$ cat config.mk
export PLATFORM = sky130hd
export DESIGN_NAME = pipeline_hazard_ctrl
export DESIGN_NICKNAME = d
export VERILOG_FILES = /design/src/rtl/hazard_pkg.sv /design/src/rtl/hazard_md_timer.sv /design/src/rtl/pipeline_hazard_ctrl.sv
export SDC_FILE = /design/constraint.sdc
export NUM_CORES = 1
export LEC_CHECK = 0
export CAP_MARGIN = 15
export CORE_MARGIN = 2
export CORE_UTILIZATION = 55
export CTS_BUF_LIST = sky130_fd_sc_hd__clkbuf_4
export CTS_CLUSTER_DIAMETER = 40
export CTS_CLUSTER_SIZE = 10
export DETAILED_ROUTE_END_ITERATION = 10
export PLACE_DENSITY_LB_ADDON = 0.2
export SLEW_MARGIN = 20
export SYNTH_ARGS = -nofsm -noshare
export SYNTH_HDL_FRONTEND = slang
export SYNTH_HIERARCHICAL = 1
export SYNTH_SLANG_ARGS = --single-unit
$ cat constraint.sdc
create_clock -name clk -period 5.3 [get_ports clk]
set_input_delay 1.06 -clock clk [delete_from_list [all_inputs] [get_ports clk]]
set_output_delay 1.06 -clock clk [all_outputs]
set_load 0.03 [all_outputs]
$ cat src/rtl/hazard_pkg.sv
// Shared types and constants for the pipeline hazard/stall controller.
package hazard_pkg;

  typedef enum logic {
    RUN     = 1'b0,
    MD_BUSY = 1'b1
  } hz_state_t;

  localparam int MD_CNT_W    = 8;
  localparam int STALL_CNT_W = 32;
  localparam logic [STALL_CNT_W-1:0] STALL_CNT_MAX = '1;

  typedef struct packed {
    logic pc_write;
    logic if_id_write;
    logic if_id_flush;
    logic id_exe_bubble;
    logic id_exe_hold;
    logic md_done;
  } hz_ctrl_t;

  // A load in EXE whose destination feeds a source the ID instruction reads.
  // Writes to $zero never create a dependency.
  function automatic logic load_use(
    input logic       mem_read,
    input logic [4:0] dst,
    input logic       rs_used,
    input logic [4:0] rs,
    input logic       rt_used,
    input logic [4:0] rt
  );
    return mem_read && (dst != 5'd0) &&
           ((rs_used && (rs == dst)) || (rt_used && (rt == dst)));
  endfunction

endpackage

$ cat src/rtl/hazard_md_timer.sv
// Load/decrement counter timing the remaining EXE cycles of a mult/div.
module hazard_md_timer
  import hazard_pkg::*;
#(
  parameter int W = MD_CNT_W
) (
  input  logic         clk,
  input  logic         rst,
  input  logic         load,
  input  logic [W-1:0] load_val,
  input  logic         dec,
  output logic         zero
);

  logic [W-1:0] cnt;

  always_ff @(posedge clk or negedge rst) begin
    if (!rst)
      cnt <= '0;
    else if (load)
      cnt <= load_val;
    else if (dec && (cnt != '0))
      cnt <= cnt - 1'b1;
  end

  assign zero = (cnt == '0);

endmodule

$ cat src/rtl/pipeline_hazard_ctrl.sv
// Hazard/stall controller: load-use bubbles, branch flushes, mult/div EXE hold
// and a saturating stall-cycle counter.
module pipeline_hazard_ctrl
  import hazard_pkg::*;
#(
  parameter int MD_CYCLES = 4,
  parameter int STALL_W   = STALL_CNT_W
) (
  input  logic               clk,
  input  logic               rst,
  input  logic [4:0]         id_rs,
  input  logic [4:0]         id_rt,
  input  logic               id_rs_used,
  input  logic               id_rt_used,
  input  logic               id_branch_taken,
  input  logic               exe_mem_read,
  input  logic [4:0]         exe_reg_rt,
  input  logic               exe_md_start,
  output logic               pc_write,
  output logic               if_id_write,
  output logic               if_id_flush,
  output logic               id_exe_bubble,
  output logic               id_exe_hold,
  output logic               md_done,
  output logic [STALL_W-1:0] stall_cycles
);

  // The first EXE cycle is spent in RUN, the last one with the counter at zero.
  localparam logic [MD_CNT_W-1:0] MD_LOAD   = MD_CNT_W'(MD_CYCLES - 2);
  localparam logic [STALL_W-1:0]  STALL_MAX = STALL_CNT_MAX[STALL_W-1:0];

  hz_state_t state;
  hz_ctrl_t  ctrl;
  logic      lu;
  logic      md_stall;
  logic      md_zero;
  logic      md_load;
  logic      md_dec;

  assign md_load = (state == RUN) && exe_md_start;
  assign md_dec  = (state == MD_BUSY);

  hazard_md_timer #(.W(MD_CNT_W)) u_md_timer (
    .clk      (clk),
    .rst      (rst),
    .load     (md_load),
    .load_val (MD_LOAD),
    .dec      (md_dec),
    .zero     (md_zero)
  );

  assign lu       = load_use(exe_mem_read, exe_reg_rt, id_rs_used, id_rs,
                             id_rt_used, id_rt);
  assign md_stall = md_load || ((state == MD_BUSY) && !md_zero);

  // Hold beats bubble beats flush; a deferred hazard re-evaluates once the
  // blocking condition clears because its instruction is still in ID.
  always_comb begin
    ctrl = '0;
    if (rst) begin
      if (md_stall) begin
        ctrl.id_exe_hold = 1'b1;
      end else if (lu) begin
        ctrl.id_exe_bubble = 1'b1;
      end else if (id_branch_taken) begin
        ctrl.pc_write    = 1'b1;
        ctrl.if_id_write = 1'b1;
        ctrl.if_id_flush = 1'b1;
      end else begin
        ctrl.pc_write    = 1'b1;
        ctrl.if_id_write = 1'b1;
      end
      ctrl.md_done = (state == MD_BUSY) && md_zero;
    end
  end

  assign pc_write      = ctrl.pc_write;
  assign if_id_write   = ctrl.if_id_write;
  assign if_id_flush   = ctrl.if_id_flush;
  assign id_exe_bubble = ctrl.id_exe_bubble;
  assign id_exe_hold   = ctrl.id_exe_hold;
  assign md_done       = ctrl.md_done;

  // exe_md_start is ignored in MD_BUSY: it is the same held instruction.
  always_ff @(posedge clk or negedge rst) begin
    if (!rst) begin
      state <= RUN;
    end else begin
      case (state)
        RUN:     if (exe_md_start) state <= MD_BUSY;
        MD_BUSY: if (md_zero)      state <= RUN;
        default: state <= RUN;
      endcase
    end
  end

  always_ff @(posedge clk or negedge rst) begin
    if (!rst)
      stall_cycles <= '0;
    else if (!ctrl.pc_write && (stall_cycles != STALL_MAX))
      stall_cycles <= stall_cycles + 1'b1;
  end

endmodule

==> flow_metrics.env, run 1 <==
export IMPL_grt_pass1_vias=1890
export IMPL_worst_pin_slew_ns=0.7518
export IMPL_postCtsSetupBuffers=0
export IMPL_drive_gt1_share_pct=7.767
export IMPL_drv_slew=0
export IMPL_final_nets=333
export IMPL_irDropWorstVdd_uv=185.3
export IMPL_ys_top_cells_by_area="dfrtp_1, xnor2_1, xor2_1"
export IMPL_min_period_ns=4.477
export IMPL_cts_root_buf="clkbuf_4"
export IMPL_cpMostUsedCell="clkdlybuf4s50_1"
export IMPL_max_cap_viol_count=0
export IMPL_overflow=0
export IMPL_drc_errors=0
export IMPL_routedWlPerCell_um=13.86
export IMPL_hold_buffers=0
export IMPL_htreeDepth=2
export IMPL_yosysTopAreaCell="dfrtp_1"
export IMPL_rows=24
export IMPL_routabilityCongestion=0.8155
export IMPL_grt_setup_unrepaired="no"
export IMPL_crit_slowest_cell="clkdlybuf4s50_1"
export IMPL_synth_seq_area_share_pct=42.78
export IMPL_cts_tree="done"
export IMPL_grt_pass1_wl_um=8355
export IMPL_hp_class="reg2reg"
export IMPL_start_util_pct=56.25
export IMPL_post_drt_via_cell_ratio=5.640
export IMPL_drtPass1Iterations=4
export IMPL_slowest_delay_ns=0.66
export IMPL_endpoint_kind="output port"
export IMPL_powerDensity_nw_per_um2=332.0
export IMPL_fin_hold_ws_ns=0.5035
export IMPL_tns_ns=0
export IMPL_cp_max_fo=3
export IMPL_cts_made_buffers=5
export IMPL_synth_top_area_share_pct=42.78
export IMPL_final_util_pct=72.65
export IMPL_yosys_warnings=6
export IMPL_drt_iter0_markers=174
export IMPL_clock_skew_ns=0.01114
export IMPL_routed_wl_um=5002
export IMPL_postSynth_asyncResetShare_pct=100.0
export IMPL_antenna_found_initial=0
export IMPL_power_leakage_nw=1.344
export IMPL_dp_worst_setup_slack_ns=0.7883
export IMPL_post_synth_cell_area_avg_sq_um=9.994
export IMPL_dp_hpwl_um=3701
export IMPL_fin_crit_sh_pct=84.47
export IMPL_syn2layout_area_growth_pct=29.16
export IMPL_numPortBuffers=59
export IMPL_clock_fmax_ghz=0.2234
export IMPL_core_area_sq_um=4264
export IMPL_cts_sinks=41
export IMPL_grt_max_degree=44
export IMPL_fp_dieW_um=70.04
export IMPL_synth_edf_count=0
export IMPL_worstPathCellList="clkdlybuf4s50_1 > or4_1 > o21a_1 > a21boi_0 > and2_1 > clkdlybuf4s50_1"
export IMPL_gr_usage_all_layers_pct=21.36
export IMPL_antennaDiodeCount=0
export IMPL_clockBufferDepth=2
export IMPL_num_vias=2036
export IMPL_hold_violations=0
export IMPL_ys_flop_type="dfrtp_1"
export IMPL_syn_inst=240
export IMPL_clk_latency_ns=0.36
export IMPL_final_common_cell="clkdlybuf4s50_1"
export IMPL_cts_resized=0
export IMPL_status="finished, final reports clean"
export IMPL_drtAntennaViolNets=0
export IMPL_worst_slack_ns=0.8233
export IMPL_crit_path_start_kind="input pin"
export IMPL_cp_arrival_ns=3.42
export IMPL_yosysUniqueCellTypes=55
export IMPL_setup_viol=0
export IMPL_die_height_um=70.04
export IMPL_die_area_sq_um=4905
export IMPL_criticalPathCategory="in2out"
export IMPL_io_pins=60
export IMPL_relSlewSlack_pct=49.88
export IMPL_required_ns=4.24
export IMPL_synth_ff_latch_count=41
export IMPL_synthesis_area_sq_um=2399
export IMPL_final_cell_mix="clkdlybuf4s50_1, dfrtp_1, xnor2_1"
export IMPL_clkTransAtPathRegs_ns=0.13
## sequential cells by signal (all words and copies together) (netlist names)
signal / cells
stall_cycles: 32
u_md_timer/cnt: 8
md_dec: 1
## critical path, delay by kind of cell
| family | cells | cell delay (ns) |
|---|---|---|
| buffers and inverters | 2 | 1.13 |
| AND/OR/NAND/NOR | 2 | 0.75 |
| AO/OA/AOI/OAI | 2 | 0.46 |
## where the power goes
| part | internal [W] | switching [W] |
|---|---|---|
| combinational | 0.000186 | 0.000215 |
| sequential | 0.000377 | 0.0000925 |
| clock | 0.0000558 | 0.000103 |
## final cells by class
cell class / instances / area, sq um
clock buffer: 6 / 45.04
fill: 318 / 1166
timing repair buffer: 61 / 600.6
tap: 52 / 65.06
inverter: 6 / 22.52
sequential: 41 / 1026
multi-input combinational: 193 / 1329
clock inverter: 2 / 10.01
## metal layers
| metal | GRT usage (%) | part of all wire [%] | vias up |
|---|---|---|---|
| li1 | - | - | 1014 |
| met1 | 27.69 | 46 | 968 |
| met2 | 34.50 | 47 | 45 |
| met3 | 6.782 | 5.6 | 9 |
| met4 | 6.197 | 1.3 | 0 |
| met5 | 0 | 0 | - |
## path summary, 6_finish.rpt
kind | startpoint | to | slack [ns] | depth (start not counted)
hold reg to reg | stall_cycles[15]$_DFFE_PN0P_ | stall_cycles[15]$_DFFE_PN0P_ | 0.50 | 1
max in group asynchronous | rst | stall_cycles[23]$_DFFE_PN0P_ | 4.13 | 2
setup / recovery | exe_reg_rt[1] | if_id_flush | 0.82 | 6
hold / removal | stall_cycles[15]$_DFFE_PN0P_ | stall_cycles[15]$_DFFE_PN0P_ | 0.50 | 1
min in group asynchronous | rst | stall_cycles[8]$_DFFE_PN0P_ | 0.80 | 2
setup reg to reg | u_md_timer/cnt[0]$_DFFE_PN0P_ | stall_cycles[1]$_DFFE_PN0P_ | 2.53 | 9
## logic make-up (layout without fill, tap and decap cells)
group           count (synthesis)  count (layout)  synth area share, %
compound gates                 28              28                9.494
simple gates                  113             113                28.01
other cells                     2               8               0.3131
fa+ha+maj                       3               3                1.565
mux                             1               1               0.4695
buf+inv                        12              75                2.765
flops                          41              41                42.78
xor+xnor                       40              40                14.61
## cell usage after synthesis, drive strengths merged, types with 2 or more instances
library cell,count
nor2,16
or3b,2
a21oi,4
nor2b,2
nand3,19
and4,6
a221o,2
dfrtp,41
o21a,2
xor2,16
a211o,2
nor4,4
nand2,14
xnor2,24
or3,2
a31oi,4
buf,5
o221ai,2
or4,4
and2,3
ha,3
conb,2
nor3b,3
nor3,15
inv,5
and3,9
nand4,13
o21ai,3
## per-stage QoR
| stage | total power, W | std cells | area [sq um] |
|---|---|---|---|
| global route | 0.001096 | 361 | 3098 |
| detailed placement | 0.0008761 | 353 | 3043 |
| global placement | 0.0008603 | 353 | 3043 |
| floorplan | 0.0007338 | 246 | 2421 |
| CTS | 0.001032 | 361 | 3098 |
| finish | 0.001028 | 361 | 3098 |
Note: power is estimated with default switching activity, not from simulation.
==> run 2, diff against run 1 <==
--- a/config.mk
+++ b/config.mk
@@ -7,7 +7,7 @@
 export LEC_CHECK = 0
 export CAP_MARGIN = 15
 export CORE_MARGIN = 2
-export CORE_UTILIZATION = 55
+export CORE_UTILIZATION = 51
 export CTS_BUF_LIST = sky130_fd_sc_hd__clkbuf_4
 export CTS_CLUSTER_DIAMETER = 40
 export CTS_CLUSTER_SIZE = 10
==> constraint.sdc (replaced) <==
create_clock -name clk -period 4.4 [get_ports clk]
set_input_delay 0.88 -clock clk [delete_from_list [all_inputs] [get_ports clk]]
set_output_delay 0.88 -clock clk [all_outputs]
set_load 0.03 [all_outputs]
==> flow_metrics.env, run 2 (synthesis gave the netlist of run 1 again) <==
export IMPL_io_pins=60
export IMPL_cts_tree="done"
export IMPL_fp_dieW_um=72.58
export IMPL_post_drt_via_cell_ratio=5.634
export IMPL_cts_made_buffers=5
export IMPL_regMostFlops="stall_cycles"
export IMPL_setup_viol=0
export IMPL_final_common_cell="clkdlybuf4s50_1"
export IMPL_cp_buffers_inverters=2
export IMPL_crit_slowest_cell="clkdlybuf4s50_1"
export IMPL_grt_setup_unrepaired="no"
export IMPL_clock_fmax_ghz=0.2387
export IMPL_criticalPathCategory="reg2out"
export IMPL_max_cap_viol_count=0
export IMPL_largest_register_ffs=32
export IMPL_start_util_pct=53.97
export IMPL_drtPass1Iterations=4
export IMPL_cp_max_fo=5
export IMPL_syn2layout_area_growth_pct=31.30
export IMPL_reg2reg_depth=9
export IMPL_worst_pin_slew_ns=0.8058
export IMPL_cp_arrival_ns=3.31
export IMPL_p_comb_share_pct=35.6
export IMPL_crit_path_start_kind="register"
export IMPL_status="finished, final reports clean"
export IMPL_hold_buffers=0
export IMPL_cts_root_buf="clkbuf_4"
export IMPL_r2r_end="stall_cycles[1]$_DFFE_PN0P_"
export IMPL_dp_cells=353
export IMPL_dpl_cell_area_sq_um=3043
export IMPL_core_area_sq_um=4444
export IMPL_hold_violations=0
export IMPL_cts_resized=0
export IMPL_drc_errors=0
export IMPL_path_delay_family="simple AND/OR/NAND/NOR gates"
export IMPL_min_period_ns=4.190
export IMPL_rrSetupSlack_ns=1.64
export IMPL_final_nets=333
export IMPL_stdcell_count=361
export IMPL_worstPathCellList="inv_1 > ha_1 > or3b_2 > nor2_1 > and2_1 > o21a_1 > a21boi_0 > and2_1 > clkdlybuf4s50_1"
export IMPL_grt_pass1_wl_um=8652
export IMPL_powerDensity_nw_per_um2=429.7
export IMPL_required_ns=3.52
export IMPL_worst_path_stages=9
export IMPL_hold_start="stall_cycles[31]$_DFFE_PN0P_"
export IMPL_overflow=0
export IMPL_clkTransAtPathRegs_ns=0.13
export IMPL_tns_ns=0
export IMPL_endpoint_kind="output port"
export IMPL_drv_slew=0
export IMPL_pwr_share_seq_pct=41.5
export IMPL_relSlewSlack_pct=46.28
export IMPL_slowest_delay_ns=0.67
export IMPL_numPortBuffers=59
export IMPL_routedWlPerCell_um=14.27
export IMPL_die_area_sq_um=5268
export IMPL_gr_usage_all_layers_pct=21.01
export IMPL_p_int_w=0.0008551
export IMPL_dp_hpwl_um=3794
export IMPL_cts_sinks=41
export IMPL_drive_gt1_share_pct=7.767
export IMPL_num_vias=2034
export IMPL_cpMostUsedCell="and2_1"
export IMPL_irDropWorstVdd_uv=245.6
export IMPL_clock_skew_ns=0.01304
export IMPL_fin_hold_ws_ns=0.4985
export IMPL_fin_crit_sh_pct=95.23
export IMPL_critPathLaunch="u_md_timer/cnt[0]$_DFFE_PN0P_"
export IMPL_postLayoutCellArea_sq_um=3149
export IMPL_power_leakage_nw=1.365
export IMPL_drt_iter0_markers=133
export IMPL_htreeDepth=2
export IMPL_hold_end="stall_cycles[31]$_DFFE_PN0P_"
export IMPL_routabilityCongestion=0.8288
export IMPL_whs_path_depth=1
export IMPL_grt_max_degree=44
export IMPL_hp_class="reg2reg"
export IMPL_final_cell_mix="clkdlybuf4s50_1, dfrtp_1, xnor2_1"
export IMPL_postCtsSetupBuffers=0
export IMPL_drtAntennaViolNets=0
export IMPL_clkPwrFrac_pct=22.9
export IMPL_antenna_found_initial=0
export IMPL_swShare_pct=36.81
export IMPL_p_sw_w=0.0004982
export IMPL_routed_wl_um=5150
export IMPL_clk_latency_ns=0.36
export IMPL_antennaDiodeCount=0
export IMPL_grt_pass1_vias=1896
export IMPL_reg2reg_from="u_md_timer/cnt[0]$_DFFE_PN0P_"
export IMPL_rows=24
export IMPL_clockBufferDepth=2
export IMPL_die_height_um=72.58
run 2: worst register-to-register path, stage by stage (launching register included):
cell	delay [ns]
dfrtp_1	0.42
inv_1	0.11
ha_1	0.21
or3b_2	0.49
nor2_1	0.20
and2_1	0.18
o21a_1	0.23
o221ai_2	0.15
nand3_2	0.32
mux2_1	0.36
run 2: per-stage QoR:
| step | worst slack (ns) | utilization [%] | total power, W |
|---|---|---|---|
| after floorplan | 0.6916 | - | 0.0008839 |
| after global placement | 0.3368 | 68.47 | 0.001036 |
| after detailed placement | 0.3015 | 68.47 | 0.001053 |
| after CTS | 0.1890 | 70.86 | 0.001361 |
| after global routing | 0.001280 | 70.86 | 0.001436 |
| final | 0.2098 | 70.86 | 0.001353 |
run 2: worst max path at each step:
stage                       end  slack, ns
global placement    if_id_flush       0.34
finish              if_id_flush       0.21
detailed placement  if_id_flush       0.30
global route        if_id_flush      0.001
floorplan           if_id_flush       0.69
CTS                 if_id_flush       0.19
run 2: layer usage:
metal,part of all wire (%),routed length (um),GRT usage (%),up-vias
li1,-,-,-,1012
met1,48,2484,29.25,964
met2,46,2360,32.22,50
met3,4.5,231,4.972,8
met4,1.4,74,7.407,0
met5,0,0,0,-
run 2: layout make-up:
class,instances,area (sq um)
multi-input combinational,193,1329
fill,338,1295
sequential,41,1026
timing repair buffer,61,600.6
clock inverter,3,68.82
tap,52,65.06
clock buffer,5,37.54
inverter,6,22.52
run 2: power groups by stage:
stage          Combinational, W  Clock, W  Sequential, W
2_1_floorplan          0.000268         0       0.000616
3_3_place_gp           0.000472         0       0.000564
3_5_place_dp           0.000485         0       0.000568
4_1_cts                0.000487  0.000316       0.000559
5_1_grt                0.000525  0.000332       0.000579
6_report               0.000482  0.000309       0.000562
==> run 3, diff against run 2 <==
--- a/config.mk
+++ b/config.mk
@@ -13,6 +13,7 @@
 export CTS_CLUSTER_SIZE = 10
 export DETAILED_ROUTE_END_ITERATION = 10
 export PLACE_DENSITY_LB_ADDON = 0.2
+export SETUP_SLACK_MARGIN = 0.2
 export SLEW_MARGIN = 20
 export SYNTH_ARGS = -nofsm -noshare
 export SYNTH_HDL_FRONTEND = slang
==> flow_metrics.env, run 3 (synthesis gave the netlist of run 1 again) <==
export IMPL_grt_pass1_vias=1896
export IMPL_fin_crit_sh_pct=88.93
export IMPL_min_period_ns=3.913
export IMPL_hold_start="stall_cycles[31]$_DFFE_PN0P_"
export IMPL_htreeDepth=2
export IMPL_core_area_sq_um=4444
export IMPL_tns_ns=0
export IMPL_multi_input_area_sq_um=1329
export IMPL_crit_slowest_cell="clkdlybuf4s50_1"
export IMPL_status="finished, final reports clean"
export IMPL_drtPass1Iterations=4
export IMPL_final_nets=333
export IMPL_worst_slack_ns=0.4871
export IMPL_hold_end="stall_cycles[31]$_DFFE_PN0P_"
export IMPL_endpoint_kind="output port"
export IMPL_num_vias=2035
export IMPL_cts_root_buf="clkbuf_4"
export IMPL_numPortBuffers=59
export IMPL_slowest_delay_ns=0.67
export IMPL_cts_made_buffers=5
export IMPL_clock_fmax_ghz=0.2556
export IMPL_seqCellArea_sq_um=1026
export IMPL_drtAntennaViolNets=0
export IMPL_routabilityCongestion=0.8288
export IMPL_worstPathCellList="inv_1 > ha_1 > or3b_2 > nor2_1 > and2_1 > o21a_1 > and3_1 > clkdlybuf4s50_1"
export IMPL_criticalPathCategory="reg2out"
export IMPL_rrSetupSlack_ns=1.64
export IMPL_rows=24
export IMPL_grt_max_degree=44
export IMPL_post_drt_via_cell_ratio=5.637
export IMPL_antennaDiodeCount=0
export IMPL_overflow=0
export IMPL_power_leakage_nw=1.407
export IMPL_io_pins=60
export IMPL_clkTransAtPathRegs_ns=0.13
export IMPL_required_ns=3.52
export IMPL_cp_arrival_ns=3.03
export IMPL_cts_tree="done"
export IMPL_r2r_end="stall_cycles[1]$_DFFE_PN0P_"
export IMPL_stdcell_count=361
export IMPL_hp_class="reg2reg"
export IMPL_antenna_found_initial=0
export IMPL_grt_pass1_wl_um=8652
export IMPL_postCtsSetupBuffers=0
export IMPL_crit_path_start_kind="register"
export IMPL_cts_resized=1
export IMPL_hold_violations=0
export IMPL_drv_slew=0
export IMPL_final_cell_mix="clkdlybuf4s50_1, dfrtp_1, xnor2_1"
export IMPL_cp_max_fo=5
export IMPL_dp_worst_setup_slack_ns=0.3015
export IMPL_dp_cells=353
export IMPL_regMostFlops="stall_cycles"
export IMPL_start_util_pct=53.97
export IMPL_path_delay_family="simple AND/OR/NAND/NOR gates"
export IMPL_clk_latency_ns=0.36
export IMPL_dp_hpwl_um=3794
export IMPL_reg2reg_depth=9
export IMPL_whs_path_depth=1
export IMPL_reg2reg_from="u_md_timer/cnt[0]$_DFFE_PN0P_"
export IMPL_drive_gt1_share_pct=7.767
export IMPL_drt_iter0_markers=141
export IMPL_syn2layout_area_growth_pct=31.46
export IMPL_die_height_um=72.58
export IMPL_max_cap_viol_count=0
export IMPL_drc_errors=0
export IMPL_routed_wl_um=5165
export IMPL_clock_skew_ns=0.01417
export IMPL_hold_buffers=0
export IMPL_setup_viol=0
export IMPL_largest_register_ffs=32
export IMPL_cp_buffers_inverters=2
export IMPL_routedWlPerCell_um=14.31
export IMPL_gr_usage_all_layers_pct=21.01
export IMPL_relSlewSlack_pct=46.01
export IMPL_final_common_cell="clkdlybuf4s50_1"
export IMPL_clockBufferDepth=2
export IMPL_die_area_sq_um=5268
export IMPL_fp_dieW_um=72.58
export IMPL_cts_sinks=41
export IMPL_irDropWorstVdd_uv=245.4
export IMPL_n_fill_cell=336
export IMPL_powerDensity_nw_per_um2=429.1
export IMPL_worst_pin_slew_ns=0.8098
export IMPL_grt_setup_unrepaired="no"
## run 3: changes by cell type in the layout (fill, tap and decap cells not counted), sizes merged
cell	change
clkdlybuf4s50	-3
dlygate4sd2	+1
dlymetal6s2s	+2
## run 3: worst reg2reg max path: cells and delay by family, from the launching register on
| kind | cells | cell delay (ns) |
|---|---|---|
| flops | 1 | 0.42 |
| buf+inv | 1 | 0.11 |
| mux | 1 | 0.36 |
| simple gates | 4 | 1.19 |
| compound gates | 2 | 0.38 |
| fa+ha+maj | 1 | 0.21 |
## run 3: layout make-up
| type | instances | share of cell area (%) |
|---|---|---|
| Clock buffer | 5 | 1.190 |
| Sequential cell | 41 | 32.54 |
| Timing Repair Buffer | 61 | 19.17 |
| Tap cell | 52 | 2.063 |
| Clock inverter | 3 | 2.183 |
| Inverter | 6 | 0.7143 |
| Multi-Input combinational cell | 193 | 42.14 |
## run 3: where the power goes
part	total, W	switching, W	internal, W
Sequential	0.000561	0.000108	0.000454
Clock	0.000310	0.000132	0.000179
Combinational	0.000481	0.000259	0.000222
Total	0.00135	0.000498	0.000855
## run 3: worst max path at each step
stage	from	end	slack (ns)	cells after the start
2_1_floorplan	u_md_timer/cnt[0]$_DFFE_PN0P_	if_id_flush	0.69	8
3_5_place_dp	exe_reg_rt[1]	if_id_flush	0.30	6
6_report	u_md_timer/cnt[0]$_DFFE_PN0P_	id_exe_bubble	0.49	8
5_1_grt	u_md_timer/cnt[0]$_DFFE_PN0P_	id_exe_bubble	0.31	8
3_3_place_gp	exe_reg_rt[1]	if_id_flush	0.34	6
4_1_cts	u_md_timer/cnt[0]$_DFFE_PN0P_	if_id_write	0.30	8
## run 3: per-stage QoR
| step | cell area, sq um | utilization [%] | hold WS (ns) | power, W |
|---|---|---|---|---|
| 2_1_floorplan | 2421 | - | 0.5267 | 0.0008839 |
| 3_3_place_gp | 3043 | 68.47 | 0.4784 | 0.001036 |
| 3_5_place_dp | 3043 | 68.47 | 0.4824 | 0.001053 |
| 4_1_cts | 3148 | 70.83 | 0.5054 | 0.001361 |
| 5_1_grt | 3153 | 70.95 | 0.5322 | 0.001436 |
| 6_report | 3153 | 70.95 | 0.4985 | 0.001353 |
## run 3: layer usage
metal / wire length, um / part of all wire [%] / vias to the layer above / global-route usage (%)
li1: - / - / 1014 / -
met5: 0 / 0 / - / 0
met3: 220 / 4.3 / 7 / 4.972
met1: 2494 / 48 / 956 / 29.25
met4: 70 / 1.4 / 0 / 7.407
met2: 2378 / 46 / 58 / 32.22
